**src/rtl/pkt_segmenter_pkg.sv**
```systemverilog
// Shared types and header-layout helpers for the DFX-word-to-Aurora-beat segmenter.
// The index width depends on the payload width, which in turn depends on the index width.
package pkt_segmenter_pkg;

    typedef enum logic [1:0] {
        IDLE = 2'd0,
        SEND = 2'd1,
        DONE = 2'd2
    } seg_state_e;

    localparam int ROUTER_ID_OFS = 0;

    function automatic int idx_ofs(input int rid_w);
        return rid_w;
    endfunction

    function automatic int ttl_ofs(input int rid_w, input int idx_w);
        return rid_w + idx_w;
    endfunction

    // Smallest index width that can still number every beat of its own payload split.
    function automatic int calc_idx_width(input int dw, input int aw, input int rw, input int tw);
        int res;
        int pw;
        int nb;
        res = 0;
        for (int iw = 1; iw < 32; iw++) begin
            pw = aw - rw - tw - iw;
            if (res == 0 && pw > 0) begin
                nb = (dw + pw - 1) / pw;
                if ($clog2(nb) <= iw) begin
                    res = iw;
                end
            end
        end
        return res;
    endfunction

endpackage

```
**src/rtl/pkt_segmenter_if.sv**
```systemverilog
// Source-side and Aurora-side handshake bundle of the segmenter.
// The master modport is the segmenter's own view; slave is the surrounding logic.
interface pkt_segmenter_if #(
    parameter int DATA_DFX_WIDTH    = 1034,
    parameter int AURORA_DATA_WIDTH = 64,
    parameter int ROUTER_ID_WIDTH   = 2,
    parameter int TTL_WIDTH         = 2
);
    logic                         s_valid;
    logic                         s_ready;
    logic [DATA_DFX_WIDTH-1:0]    s_data;
    logic [ROUTER_ID_WIDTH-1:0]   s_router_id;
    logic [TTL_WIDTH-1:0]         s_ttl;
    logic [AURORA_DATA_WIDTH-1:0] m_data;
    logic                         m_valid;
    logic                         m_ready;
    logic                         m_last;

    modport master (
        input  s_valid, s_data, s_router_id, s_ttl, m_ready,
        output s_ready, m_data, m_valid, m_last
    );

    modport slave (
        output s_valid, s_data, s_router_id, s_ttl, m_ready,
        input  s_ready, m_data, m_valid, m_last
    );
endinterface

```
**src/rtl/pkt_segmenter.sv**
```systemverilog
// Splits one wide DFX word into NUM_BEATS Aurora beats, each carrying router id, beat index and TTL.
// All beat outputs come straight from registers; the next beat is prepared one cycle ahead.
module pkt_segmenter
    import pkt_segmenter_pkg::*;
#(
    parameter int DATA_DFX_WIDTH    = 1034,
    parameter int AURORA_DATA_WIDTH = 64,
    parameter int ROUTER_ID_WIDTH   = 2,
    parameter int TTL_WIDTH         = 2
) (
    input  logic            clk,
    input  logic            rst_n,
    pkt_segmenter_if.master bus,
    output logic            done,
    output logic            busy,
    output logic [15:0]     pkt_cnt
);

    localparam int IDX_WIDTH     = calc_idx_width(DATA_DFX_WIDTH, AURORA_DATA_WIDTH,
                                                  ROUTER_ID_WIDTH, TTL_WIDTH);
    localparam int HEADER_WIDTH  = ROUTER_ID_WIDTH + IDX_WIDTH + TTL_WIDTH;
    localparam int PAYLOAD_WIDTH = AURORA_DATA_WIDTH - HEADER_WIDTH;
    localparam int NUM_BEATS     = (DATA_DFX_WIDTH + PAYLOAD_WIDTH - 1) / PAYLOAD_WIDTH;
    localparam int PAD_WIDTH     = NUM_BEATS * PAYLOAD_WIDTH;
    localparam int IDX_OFS       = idx_ofs(ROUTER_ID_WIDTH);
    localparam int TTL_OFS       = ttl_ofs(ROUTER_ID_WIDTH, IDX_WIDTH);
    localparam logic [IDX_WIDTH-1:0] LAST_IDX = IDX_WIDTH'(NUM_BEATS - 1);

    // Zero-extending the word to PAD_WIDTH makes the last beat's spare payload bits zero.
    function automatic logic [AURORA_DATA_WIDTH-1:0] build_beat(
        input logic [PAD_WIDTH-1:0]       word,
        input logic [IDX_WIDTH-1:0]       k,
        input logic [ROUTER_ID_WIDTH-1:0] rid,
        input logic [TTL_WIDTH-1:0]       ttl
    );
        logic [AURORA_DATA_WIDTH-1:0] beat;
        int unsigned                  shift;
        shift = 32'(k) * 32'(PAYLOAD_WIDTH);
        beat  = {AURORA_DATA_WIDTH{1'b0}};
        beat[ROUTER_ID_OFS +: ROUTER_ID_WIDTH] = rid;
        beat[IDX_OFS +: IDX_WIDTH]             = k;
        beat[TTL_OFS +: TTL_WIDTH]             = ttl;
        beat[HEADER_WIDTH +: PAYLOAD_WIDTH]    = PAYLOAD_WIDTH'(word >> shift);
        return beat;
    endfunction

    seg_state_e                   state_r, state_s;
    logic [IDX_WIDTH-1:0]         idx_r, idx_s, idx_nx_s;
    logic [DATA_DFX_WIDTH-1:0]    data_r, data_s;
    logic [ROUTER_ID_WIDTH-1:0]   rid_r, rid_s;
    logic [TTL_WIDTH-1:0]         ttl_r, ttl_s;
    logic [AURORA_DATA_WIDTH-1:0] m_data_r, m_data_s;
    logic                         m_valid_r, m_valid_s;
    logic                         m_last_r, m_last_s;
    logic                         done_r, done_s;
    logic [15:0]                  pkt_cnt_r, pkt_cnt_s;

    // Next-state and next-output decode; beat 0 is built from the inputs during the handshake.
    always_comb begin
        state_s   = state_r;
        idx_s     = idx_r;
        data_s    = data_r;
        rid_s     = rid_r;
        ttl_s     = ttl_r;
        m_data_s  = {AURORA_DATA_WIDTH{1'b0}};
        m_valid_s = 1'b0;
        m_last_s  = 1'b0;
        done_s    = 1'b0;
        pkt_cnt_s = pkt_cnt_r;
        idx_nx_s  = idx_r + IDX_WIDTH'(1'b1);
        case (state_r)
            IDLE: begin
                if (bus.s_valid) begin
                    state_s   = SEND;
                    idx_s     = {IDX_WIDTH{1'b0}};
                    data_s    = bus.s_data;
                    rid_s     = bus.s_router_id;
                    ttl_s     = bus.s_ttl;
                    m_valid_s = 1'b1;
                    m_data_s  = build_beat(PAD_WIDTH'(bus.s_data), {IDX_WIDTH{1'b0}},
                                           bus.s_router_id, bus.s_ttl);
                    m_last_s  = (NUM_BEATS == 1);
                end else begin
                    state_s = IDLE;
                end
            end
            SEND: begin
                if (bus.m_ready) begin
                    if (idx_r == LAST_IDX) begin
                        state_s   = DONE;
                        done_s    = 1'b1;
                        pkt_cnt_s = pkt_cnt_r + 16'd1;
                    end else begin
                        idx_s     = idx_nx_s;
                        m_valid_s = 1'b1;
                        m_data_s  = build_beat(PAD_WIDTH'(data_r), idx_nx_s, rid_r, ttl_r);
                        m_last_s  = (idx_nx_s == LAST_IDX);
                    end
                end else begin
                    m_valid_s = 1'b1;
                    m_data_s  = m_data_r;
                    m_last_s  = m_last_r;
                end
            end
            DONE: begin
                state_s = IDLE;
            end
            default: begin
                state_s = IDLE;
            end
        endcase
    end

    // State, capture and output registers.
    always_ff @(posedge clk or negedge rst_n) begin
        if (!rst_n) begin
            state_r   <= IDLE;
            idx_r     <= {IDX_WIDTH{1'b0}};
            data_r    <= {DATA_DFX_WIDTH{1'b0}};
            rid_r     <= {ROUTER_ID_WIDTH{1'b0}};
            ttl_r     <= {TTL_WIDTH{1'b0}};
            m_data_r  <= {AURORA_DATA_WIDTH{1'b0}};
            m_valid_r <= 1'b0;
            m_last_r  <= 1'b0;
            done_r    <= 1'b0;
            pkt_cnt_r <= 16'd0;
        end else begin
            state_r   <= state_s;
            idx_r     <= idx_s;
            data_r    <= data_s;
            rid_r     <= rid_s;
            ttl_r     <= ttl_s;
            m_data_r  <= m_data_s;
            m_valid_r <= m_valid_s;
            m_last_r  <= m_last_s;
            done_r    <= done_s;
            pkt_cnt_r <= pkt_cnt_s;
        end
    end

    assign bus.s_ready = (state_r == IDLE);
    assign busy        = (state_r != IDLE);
    assign bus.m_data  = m_data_r;
    assign bus.m_valid = m_valid_r;
    assign bus.m_last  = m_last_r;
    assign done        = done_r;
    assign pkt_cnt     = pkt_cnt_r;

endmodule

```
**src/flat_wrapper.sv**
```systemverilog
// flat-port wrapper written by rule: the top's interface ports become plain ports
module pkt_segmenter_flat import pkt_segmenter_pkg::*;
#(
    parameter int DATA_DFX_WIDTH    = 1034,
    parameter int AURORA_DATA_WIDTH = 64,
    parameter int ROUTER_ID_WIDTH   = 2,
    parameter int TTL_WIDTH         = 2
)
  (clk, rst_n, done, busy, pkt_cnt, bus_s_valid, bus_s_data, bus_s_router_id, bus_s_ttl, bus_m_ready, bus_s_ready, bus_m_data, bus_m_valid, bus_m_last);
  pkt_segmenter_if #(.DATA_DFX_WIDTH(DATA_DFX_WIDTH), .AURORA_DATA_WIDTH(AURORA_DATA_WIDTH), .ROUTER_ID_WIDTH(ROUTER_ID_WIDTH), .TTL_WIDTH(TTL_WIDTH)) bus_i ();
  input  logic clk;
  input  logic rst_n;
  output logic done;
  output logic busy;
  output logic [15:0] pkt_cnt;
  input wire logic [$bits(bus_i.s_valid)-1:0] bus_s_valid;
  input wire logic [$bits(bus_i.s_data)-1:0] bus_s_data;
  input wire logic [$bits(bus_i.s_router_id)-1:0] bus_s_router_id;
  input wire logic [$bits(bus_i.s_ttl)-1:0] bus_s_ttl;
  input wire logic [$bits(bus_i.m_ready)-1:0] bus_m_ready;
  output wire logic [$bits(bus_i.s_ready)-1:0] bus_s_ready;
  output wire logic [$bits(bus_i.m_data)-1:0] bus_m_data;
  output wire logic [$bits(bus_i.m_valid)-1:0] bus_m_valid;
  output wire logic [$bits(bus_i.m_last)-1:0] bus_m_last;
  assign bus_i.s_valid = bus_s_valid;
  assign bus_i.s_data = bus_s_data;
  assign bus_i.s_router_id = bus_s_router_id;
  assign bus_i.s_ttl = bus_s_ttl;
  assign bus_i.m_ready = bus_m_ready;
  assign bus_s_ready = bus_i.s_ready;
  assign bus_m_data = bus_i.m_data;
  assign bus_m_valid = bus_i.m_valid;
  assign bus_m_last = bus_i.m_last;
  pkt_segmenter #(.DATA_DFX_WIDTH(DATA_DFX_WIDTH), .AURORA_DATA_WIDTH(AURORA_DATA_WIDTH), .ROUTER_ID_WIDTH(ROUTER_ID_WIDTH), .TTL_WIDTH(TTL_WIDTH)) u_core (.clk(clk), .rst_n(rst_n), .bus(bus_i), .done(done), .busy(busy), .pkt_cnt(pkt_cnt));
endmodule
```
**config.mk**
```make
export PLATFORM = sky130hd
export DESIGN_NAME = pkt_segmenter_flat
export DESIGN_NICKNAME = d
export VERILOG_FILES = /design/src/rtl/pkt_segmenter_pkg.sv /design/src/rtl/pkt_segmenter_if.sv /design/src/rtl/pkt_segmenter.sv /design/src/flat_wrapper.sv
export SDC_FILE = /design/constraint.sdc
export NUM_CORES = 2
export LEC_CHECK = 0
export CAP_MARGIN = 20
export CORE_AREA = 10 10 425 427
export CTS_CLUSTER_DIAMETER = 150
export DETAILED_ROUTE_END_ITERATION = 10
export DIE_AREA = 0 0 435 437
export GPL_TIMING_DRIVEN = 0
export SYNTH_ARGS = -nofsm -noshare
export SYNTH_HDL_FRONTEND = slang
export SYNTH_SLANG_ARGS = --single-unit
```
**constraint.sdc**
```tcl
create_clock -name clk -period 3.8 [get_ports clk]
set_clock_uncertainty 0.05 [all_clocks]
set_input_delay 0.57 -clock clk [delete_from_list [all_inputs] [get_ports clk]]
set_output_delay 0.57 -clock clk [all_outputs]
set_load 0.01 [all_outputs]
```
Word-level counts from Yosys, hierarchy flattened
Cells that the tools add are included.
{ "classes": {"addsub": 2, "multipliers": 1, "n_eq_ne": 7, "shift": 1, "mux": 22, "reduce_logical": 7} }
{ "op_table": {"columns": ["operator", "n"], "rows": [
  ["1034-bit by 11-bit >> shifter with 55-bit output", 1],
  ["64-bit two-way mux", 3],
  ["64-bit one-hot mux with 2 select lines", 1],
  ["16-bit by 1-bit adder with 16-bit output (second input constant)", 1],
  ["5-bit two-way mux", 3],
  ["5-bit by 6-bit multiplier with 11-bit output (second input constant)", 1],
  ["5-bit == test (second input constant)", 2],
  ["1-bit two-way mux", 10],
  ["5-bit one-hot mux with 2 select lines", 1],
  ["2-bit != test (second input constant)", 3],
  ["5-bit by 1-bit adder with 5-bit output (second input constant)", 1],
  ["2-bit two-way mux", 2],
  ["2-bit one-hot mux with 2 select lines", 1],
  ["2-bit AND reduction", 2],
  ["4-bit AND reduction", 1],
  ["2-bit nonzero test", 2],
  ["3-bit AND reduction", 1],
  ["2-bit by 1-bit == test with 1-bit output (second input constant)", 1],
  ["2-bit logical NOT", 1],
  ["2-bit by 1-bit != test with 1-bit output (second input constant)", 1],
  ["1-bit one-hot mux with 2 select lines", 1]
]} }
{ "totals": {"register_bits": 1128, "input_bits": 1042, "out_inout_bits": 85, "elab_cells": 50} }

Logic depth before layout (Yosys ltp)
{ "logic_depth": {"depth_word": 6, "ltp_mapped": 13, "mapped_depth_nobuf": 7} }

Worst setup path before layout
No wires, ideal clock.
{ "synth_path": {"path_kind": "register -> register", "startpoint": "reg u_core.idx_r[0]", "endpoint": "reg u_core.m_data_r[52], in the netlist u_core.bus.m_data[52]", "setup_ns": 0.131, "arrival_time_ns": 2.730, "t_required_ns": 3.619, "setup_slack_ns": 0.889, "path_stages_with_launch": 14, "n_path_buf": 6, "synth_period_minus_slack_ns": 2.911, "path_cell_list": "dfrtp_1 buf_4 buf_6 buf_6 inv_1 ha_1 buf_2 buf_2 clkbuf_1 mux4_2 mux2i_1 a21oi_1 a2111oi_0 o21ai_1"} }
{ "synth_via": {"elab_chain_cells": 6, "elab_cells_between_ends": 7, "cone_classes": "add/sub (1); mul (1); eq/ne (1); shift (1); mux (3)"} }
{ "synth_lines": {"columns": ["element", "line_no", "text"], "rows": [
  ["start: declaration", "pkt_segmenter.sv:48", "logic [IDX_WIDTH-1:0] idx_r, idx_s, idx_nx_s;"],
  ["start signal: assignment", "pkt_segmenter.sv:118", "idx_r <= {IDX_WIDTH{1'b0}};"],
  ["start signal: assignment", "pkt_segmenter.sv:129", "idx_r <= idx_s;"],
  ["5-bit by 1-bit adder with 5-bit output", "pkt_segmenter.sv:70", "idx_nx_s = idx_r + IDX_WIDTH'(1'b1);"],
  ["5-bit by 6-bit multiplier with 11-bit output", "pkt_segmenter.sv:38", "shift = 32'(k) * 32'(PAYLOAD_WIDTH);"],
  ["1034-bit by 11-bit >> shifter with 55-bit output", "pkt_segmenter.sv:43", "beat[HEADER_WIDTH +: PAYLOAD_WIDTH] = PAYLOAD_WIDTH'(word >> shift);"],
  ["64-bit two-way mux *", "pkt_segmenter.sv:89", "if (idx_r == LAST_IDX) begin"],
  ["64-bit two-way mux *", "pkt_segmenter.sv:88", "if (bus.m_ready) begin"],
  ["64-bit one-hot mux with 2 select lines *", "pkt_segmenter.sv:71", "case (state_r)"],
  ["end signal: assignment", "pkt_segmenter.sv:122", "m_data_r <= {AURORA_DATA_WIDTH{1'b0}};"],
  ["end signal: assignment", "pkt_segmenter.sv:133", "m_data_r <= m_data_s;"],
  ["end: declaration", "pkt_segmenter.sv:52", "logic [AURORA_DATA_WIDTH-1:0] m_data_r, m_data_s;"]
]} }
Every way passes the cells marked *; elsewhere a longest branch is shown, timed or not. The select of a mux whose other input is x is not followed.
A chain may end at the register's enable or synchronous reset.

Final worst setup path
{ "layout_path": {"startpoint": "reg u_core.idx_r[0]", "endpoint": "reg u_core.m_data_r[50], in the netlist u_core.bus.m_data[50]"} }
The elaborated chain is that of the path after synthesis.

==> impl_metrics.toml <==
[status]
outcome = "finished clean"

[power]
ir_drop_mv = 0.437
powerDensity_mw_per_mm2 = 730
p_leak_nw = 35.4

[finish]
drive_gt1_share_pct = 11.5
final_cell_mix = "nand2_1 (3101), dfrtp_1 (1128), clkdlybuf4s50_1 (1124), mux4_2 (220), clkbuf_1 (197)"
final_common_cell = "nand2_1"
fin_area_sq_mm = 0.0714
nFillCells = 16949
multi_input_area_sq_mm = 0.0220
nets = 7790
area_growth_pct = 39.3
ff_latch_area_sq_mm = 0.0282

[routing]
drt_iter0_markers = 4768
postRouteAntennaNets = 0
vias = 46908
wirelength_microns = 287000
wl_per_cell_microns = 31.0
drc = 0
viasPerCell = 5.08
first_pass_iters = 6

[setup_path]
arrival_ns = 4.35
cp.required_ns = 4.42
endpoint_kind = "flop"
path_class = "flop to flop"
crit_top_cell = "buf_12"
cp_max_fo = 10
path_cells = "buf_4, buf_12, buf_16, inv_1, ha_1, buf_8, buf_12, buf_6, mux4_2, mux2i_2, a21oi_1, a2111oi_1, o21ai_1"
crit_path_top_delay_cell = "a2111oi_1"
slowest_delay_ns = 0.44
cp-start-kind = "flop"

[placed_design]
place.gp.congestion = 0.965
placed_cell_area_sq_mm = 0.0659
portBuffers = 1125
place_hpwl_microns = 231000
post-place-ws_ns = -1.91

[sta]
fmax_mhz = 269
fin_ws_ns = 0.0759
slew_viol_final = 0
setup_viol = 0
slew_headroom_pct = 20.3
layout_min_cycle_time_ns = 3.72
tightestPinTransition_ns = 1.20
hold_ws_ns = 0.236
tns_ns = 0
hold_viol = 0
finalCritPeriodShare_pct = 98.0
grt_setup_unrepaired = "false"

[floorplanning]
rows = 152
start_util_pct = 29.9
fp.dieW_microns = 435
fp.dieH_microns = 437
io_pins = 1127
coreArea_sq_mm = 0.171
die_area_sq_mm = 0.190

[synth]
synthesis.area_sq_mm = 0.0513
avgSynthCellArea_sq_um = 9.41
synth_fp_nets = 6500
synthSimpleGateAreaFrac_pct = 24.2
yosys_most_used_dff = "dfrtp_1"
synth_edf_count = 0
synth.ff_latch_count = 1128
seq_area_frac_synth_pct = 55.0
synth_compound_gate_area_share_pct = 4.17
yosys_warnings = 0
synthMuxAreaShare_pct = 12.9
ys_async_sr_fraction_pct = 100
synthAdderAreaFrac_pct = 0.0976
yosys.area_share.xor_xnor_pct = 0.388
syn-instance-count = 5454
synth_cell_type_count = 55
synth_top_family_by_area = "simple AND/OR/NAND/NOR gates"

[global_route]
grt_max_degree = 169
grt_remaining_overflow = 0
grt_pass1_wl_microns = 389000
track_usage_pct = 29.1
grt_pass1_vias = 48182
use_met1_pct = 34.7
grt_util_met2_pct = 48.5
top_usage_layer = "met2"
antenna_found_initial = 105
grt_use_met3_pct = 6.97

[clock_network]
ctsHtreeMaxLevel = 4
tritoncts = "done"
cts_sinks = 1128
clock_latency_ns = 0.81
numCtsBuffers = 137
clk_pin_slew_ns = 0.06
clock_path_buffers = 3
cts_root_buffer = "clkbuf_16"

[flow_run]
maxCapViolCount = 0

[hold_path]
min-delay-path-class = "input pin to flop"
[critical path: cells and delay by family (launching register included)]
| kind | cells | cell delay [ns] |
|---|---|---|
| buffers and inverters | 7 | 1.28 |
| AOI/OAI and AO/OA | 3 | 0.76 |
| muxes | 2 | 0.70 |
| DFF | 1 | 0.42 |
| adders and majority gates | 1 | 0.32 |
[metal layers]
metal	wire (microns)	part of all wire, %
met5	128	0.045
met4	15800	5.5
met3	21800	7.6
met2	140000	49
met1	109000	38
[metrics by stage]
stage / power (mW) / instances / util, %
after global placement: 37.2 / 8889 / 38.2
after global routing: 54.3 / 9219 / 41.7
after CTS: 51.9 / 9152 / 41.4
after detailed placement: 37.6 / 8912 / 38.5
final: 52.2 / 9231 / 41.7
after floorplan: 27.6 / 5454 / -
[flip-flops by register name, summed over array words and instances, names as in the netlist]
name	cells
u_core.bus.m_last	1
u_core.done	1
u_core.data_r	1034
u_core.ttl_r	2
u_core.idx_r	5
u_core.state_r	2
u_core.bus.m_valid	1
u_core.pkt_cnt	16
u_core.rid_r	2
u_core.bus.m_data	64
[power breakdown]
| group | switching (mW) | internal, mW | leakage (nW) |
|---|---|---|---|
| registers | 2.15 | 15.6 | 15.4 |
| clock network | 5.77 | 7.66 | 2.23 |
| logic | 12.7 | 8.26 | 17.7 |
| total | 20.6 | 31.5 | 35.4 |
[worst paths after layout]
kind                               startpoint                    end  slack, ns  cells after the start
max in group asynchronous               rst_n     u_core.data_r[611]       0.63                      5
setup reg to reg              u_core.idx_r[0]  u_core.bus.m_data[50]       0.08                     13
hold / removal                bus_s_data[435]     u_core.data_r[435]       0.24                      3
setup / recovery              u_core.idx_r[0]  u_core.bus.m_data[50]       0.08                     13
min in group asynchronous               rst_n     u_core.data_r[373]       0.34                      2
hold reg to reg            u_core.data_r[280]     u_core.data_r[280]       0.42                      2
[Yosys cell counts (34+ instances only)]
cell	n	area share, %
nand2_1	3101	23
dfrtp_1	1128	55
mux4_2	220	9.7
clkbuf_1	200	1.5
buf_2	117	1.1
mux2i_1	80	1.6
mux2_2	76	1.7
nor2_1	63	0.46
a21oi_1	60	0.59
o21ai_0	43	0.42
and3_1	35	0.43
a22o_1	34	0.58
[area by class of cell]
cell class                 count  area share, %
antenna                       76          0.266
buffer                       356           2.52
clock buffer                 190           5.50
clock inverter                50          0.884
inverter                       6         0.0315
multi-input combinational   3962           30.7
sequential                  1128           39.5
tap                         2310           4.05
timing repair buffer        1153           16.5
[logic make-up after synthesis]
| kind of cell | Yosys count |
|---|---|
| AND/OR/NAND/NOR | 3250 |
| AO/OA/AOI/OAI | 311 |
| XOR/XNOR | 21 |
| buffers and inverters | 364 |
| multiplexers | 376 |
| flip-flops | 1128 |
| adder cells (fa/ha/maj) | 4 |
[what timing repair did]
action / CTS / global route
gates resized for setup: 130 / 69
hold buffers: 1 / 0
setup endpoints to repair: 92 / 68
endpoints found under the hold margin: 102 / 0
setup buffers: 0 / 4
pin swaps: 0 / 2
Power figures use the tool's default switching activity.
